==> src/rtl/sqrt_pkg.sv <==
// Shared types and elaboration helpers for the iterative square root unit.
package sqrt_pkg;

  typedef enum logic [1:0] {
    IDLE = 2'd0,
    CALC = 2'd1,
    DONE = 2'd2
  } sqrt_state_t;

  function automatic bit sqrt_width_ok(int w);
    return (w >= 4) && ((w % 2) == 0);
  endfunction

endpackage

==> src/rtl/sqrt_step.sv <==
// One restoring square-root iteration: consumes one operand bit pair and
// produces one root bit.
module sqrt_step
  import sqrt_pkg::*;
#(
  parameter int RW = 8
) (
  input  logic [RW+1:0] r,
  input  logic [RW-1:0] root,
  input  logic [1:0]    pair,
  output logic [RW+1:0] r_next,
  output logic [RW-1:0] root_next
);

  logic [RW+1:0] r_sh;
  logic [RW+1:0] trial;
  logic          ge;
  logic          unused_r_top;

  // While iterating, r <= 2*root < 2^RW, so the top two bits are always zero
  // and the shift cannot lose information.
  assign unused_r_top = ^r[RW+1:RW];
  assign r_sh         = {r[RW-1:0], pair};
  assign trial        = {root, 2'b01};
  assign ge           = (r_sh >= trial);
  assign r_next       = ge ? (r_sh - trial) : r_sh;
  assign root_next    = {root[RW-2:0], ge};

endmodule

==> src/rtl/sqrt_iter.sv <==
// Iterative integer square root, one root bit per clock with start/busy/endop
// handshake. Define SQRT_REM_EN to add the registered remainder output rem.
module sqrt_iter
  import sqrt_pkg::*;
#(
  parameter  int WIDTH = 16,
  localparam int RW    = WIDTH / 2
) (
  input  logic             clock,
  input  logic             reset,
  input  logic             start,
  input  logic [WIDTH-1:0] valor,
  output logic             busy,
  output logic             endop,
  output logic [RW-1:0]    sqrt
`ifdef SQRT_REM_EN
  ,
  output logic [RW:0]      rem
`endif
);

  localparam int CW = $clog2(RW);
  localparam logic [CW-1:0] CNT_INIT = CW'(RW - 1);

  generate
    if (!sqrt_width_ok(WIDTH)) begin : g_bad_width
      $error("sqrt_iter: WIDTH must be even and at least 4");
    end
  endgenerate

  sqrt_state_t      state_q;
  sqrt_state_t      state_d;
  logic [CW-1:0]    cnt;
  logic [WIDTH-1:0] opnd;
  logic [RW+1:0]    r;
  logic [RW-1:0]    root;
  logic [RW+1:0]    r_next;
  logic [RW-1:0]    root_next;

  sqrt_step #(
    .RW(RW)
  ) u_step (
    .r        (r),
    .root     (root),
    .pair     (opnd[WIDTH-1:WIDTH-2]),
    .r_next   (r_next),
    .root_next(root_next)
  );

  always_comb begin
    state_d = state_q;
    case (state_q)
      IDLE:    if (start) state_d = CALC;
      CALC:    if (cnt == '0) state_d = DONE;
      DONE:    state_d = IDLE;
      default: state_d = IDLE;
    endcase
  end

  // busy/endop are registered from the next state so they line up with it.
  always_ff @(posedge clock) begin
    if (reset) begin
      state_q <= IDLE;
      busy    <= 1'b0;
      endop   <= 1'b0;
      sqrt    <= '0;
      cnt     <= '0;
      opnd    <= '0;
      r       <= '0;
      root    <= '0;
`ifdef SQRT_REM_EN
      rem     <= '0;
`endif
    end else begin
      state_q <= state_d;
      busy    <= (state_d != IDLE);
      endop   <= (state_d == DONE);
      case (state_q)
        IDLE: begin
          if (start) begin
            opnd <= valor;
            r    <= '0;
            root <= '0;
            cnt  <= CNT_INIT;
          end
        end
        CALC: begin
          opnd <= {opnd[WIDTH-3:0], 2'b00};
          r    <= r_next;
          root <= root_next;
          cnt  <= cnt - 1'b1;
          if (cnt == '0) begin
            sqrt <= root_next;
`ifdef SQRT_REM_EN
            rem  <= r_next[RW:0];
`endif
          end
        end
        default: ;
      endcase
    end
  end

endmodule

==> config.mk <==
export PLATFORM = sky130hd
export DESIGN_NAME = sqrt_iter
export DESIGN_NICKNAME = d
export VERILOG_FILES = /design/src/rtl/sqrt_pkg.sv /design/src/rtl/sqrt_step.sv /design/src/rtl/sqrt_iter.sv
export SDC_FILE = /design/constraint.sdc
export NUM_CORES = 1
export LEC_CHECK = 0
export ABC_AREA = 1
export CAP_MARGIN = 20
export CORE_ASPECT_RATIO = 2
export CORE_UTILIZATION = 25
export DETAILED_ROUTE_END_ITERATION = 10
export PLACE_DENSITY = 0.39
export SKIP_CTS_REPAIR_TIMING = 1
export SYNTH_ARGS = -nofsm -noshare
export SYNTH_HDL_FRONTEND = slang
export SYNTH_HIERARCHICAL = 1
export SYNTH_SLANG_ARGS = --single-unit
==> constraint.sdc <==
create_clock -name clock -period 5.1 [get_ports clock]
set_input_delay 1.02 -clock clock [delete_from_list [all_inputs] [get_ports clock]]
set_output_delay 1.02 -clock clock [all_outputs]
set_load 0.005 [all_outputs]
==> flow_summary.json <==
{
  "status": "finished clean",
  "syn_area_per_cell_um2": 6.79,
  "path_cells": "clkdlybuf4s50_1 -> clkinv_1 -> nand3_2 -> inv_2 -> nand2_1 -> nand2_1",
  "synth_nets": 433,
  "first_iter_violations": 110,
  "synth.cell_area_um2": 2730,
  "drive_gt1_share_pct": 8.03,
  "finClkSkew_ns": 0.00627,
  "p_leak_nw": 1.43,
  "rsz0062_at_grt": "false",
  "antennaDiodeCount": 0,
  "grt_max_degree": 48,
  "critPathLaunchType": "input port",
  "regArea_um2": 941,
  "cts_max_path_buffers": 2,
  "max_stage_delay_ns": 0.98,
  "vias_per_cell": 4.41,
  "cts_buffers": 5,
  "fin_crit_ns": 3.25,
  "hp-class": "reg2reg",
  "grt_usage_pct": 14.0,
  "setup.worst_path.end_class": "flip-flop",
  "root_buffer": "clkbuf_16",
  "path_max_fanout": 27,
  "r2r_slack_ns": 2.74,
  "antenna_found_initial": 0,
  "worstMarginPinSlew_ns": 0.944,
  "crit_path_frequent_cell": "nand2_1",
  "multi_input_area_um2": 1360,
  "die_height_um": 150,
  "antenna_left": 0,
  "die_area_um2": 11400,
  "h-tree-depth": 2,
  "area_delta_synth_final_pct": 15.8,
  "fillers": 1152,
  "fmax_ghz": 0.307,
  "die_w_um": 75.9,
  "hold_violations": 0,
  "drcViolationCount": 0,
  "place_congestion": 0.797,
  "power.density_nw_per_um2": 554,
  "io_buffers": 28,
  "placed_cells": 540,
  "grt_pass1_wl_um": 11800,
  "place_area_um2": 2990,
  "core_area_um2": 10500,
  "routed_wl_um": 7150,
  "placementRows": 53,
  "r2r-end": "sqrt[4]",
  "min_to": "cnt[1]",
  "grt_pass1_vias": 2376,
  "whs_ns": 0.460,
  "cts_tree": "built",
  "design_area_um2": 3160,
  "clk_pin_slew_worst_paths_ns": 0.07,
  "stdcell_count": 548,
  "avgRoutedWirePerCell_um": 13.0,
  "slew_headroom_pct": 36.9,
  "worstPathArrival_ns": 3.44,
  "cts.sinks": 47,
  "critPathRequiredTime_ns": 5.29,
  "start_util_pct": 25.9,
  "setup_violations": 0,
  "slowest_stage": "clkdlybuf4s50_1",
  "r2r-start": "state_q[0]",
  "dr_total_vias": 2417,
  "synth_cells": 402,
  "cap_violations": 0,
  "fin_crit_sh_pct": 63.8,
  "hold-path-cell-count": 2,
  "first_pass_iters": 4,
  "io_pins": 29,
  "yosysWarnings": 6,
  "hp-start": "cnt[1]",
  "ir_worst_vdd_uv": 302,
  "hpwl_um": 5060,
  "cp-startpoint": "reset",
  "fin_nets": 441,
  "crit_type": "in2reg",
  "report.final.slew_viol_count": 0,
  "setup_tns_ns": 0,
  "grt.overflow.total": 0,
  "clock_latency_ns": 0.29,
  "worst_r2r_path_depth": 5
}
==> cell usage in the layout, fill, tap and decap left out, types with 2 or more instances in the layout <==
master / count
nand2_1: 103
nand3_1: 62
inv_1: 58
dfxtp_1: 47
clkdlybuf4s50_1: 28
a21oi_1: 23
nor2_1: 20
nor3_1: 14
ha_1: 12
nand2_2: 5
clkbuf_16: 5
inv_2: 4
nand3_2: 4
nor2_2: 4
nand3b_1: 4
o21ai_2: 4
o21ai_0: 2
a21oi_2: 2
xor2_1: 2
==> registers in the layout (all words and copies together), names as in the netlist <==
name     cells
endop        1
opnd        16
busy         1
cnt          3
r            8
state_q      2
root         8
sqrt         8
==> how the worst max path moves through the flow <==
stage,cells after the start,to
floorplan,12,root[0]
global placement,6,sqrt[0]
detailed placement,6,sqrt[0]
CTS,6,sqrt[0]
global route,6,sqrt[1]
finish,6,sqrt[0]
==> per-layer routing <==
layer	up-vias	share of wire, %	GRT usage [%]
met5	-	0	0
met4	0	4.0	7.69
met3	16	2.4	1.82
met2	44	53	25.0
met1	1089	40	15.2
li1	1268	-	-
==> report_power, final <==
part	switching, mW	internal (mW)
clock network	0.153	0.234
registers	0.0409	0.418
logic	0.593	0.311
==> through the flow <==
step,power [mW],setup WS [ns],utilization (%)
final,1.75,1.85,30.0
after CTS,1.78,1.78,30.0
after floorplan,1.27,3.42,-
after global placement,1.38,1.53,28.3
after detailed placement,1.38,1.45,28.3
after global routing,1.90,1.55,30.0
==> worst max-delay path: cells and delay by family <==
family	cells	cell delay, ns
buffers and inverters	3	1.97
and+or+nand+nor	3	0.44
==> cell type report <==
| type | count | share of cell area [%] |
|---|---|---|
| clock inverters | 3 | 1.50 |
| well taps | 137 | 5.42 |
| multi-input cells | 265 | 43.0 |
| repair buffers | 28 | 8.86 |
| inverters | 63 | 7.48 |
| flip-flops and latches | 47 | 29.8 |
| clock buffers | 5 | 3.96 |
Power figures use the tool's default switching activity.
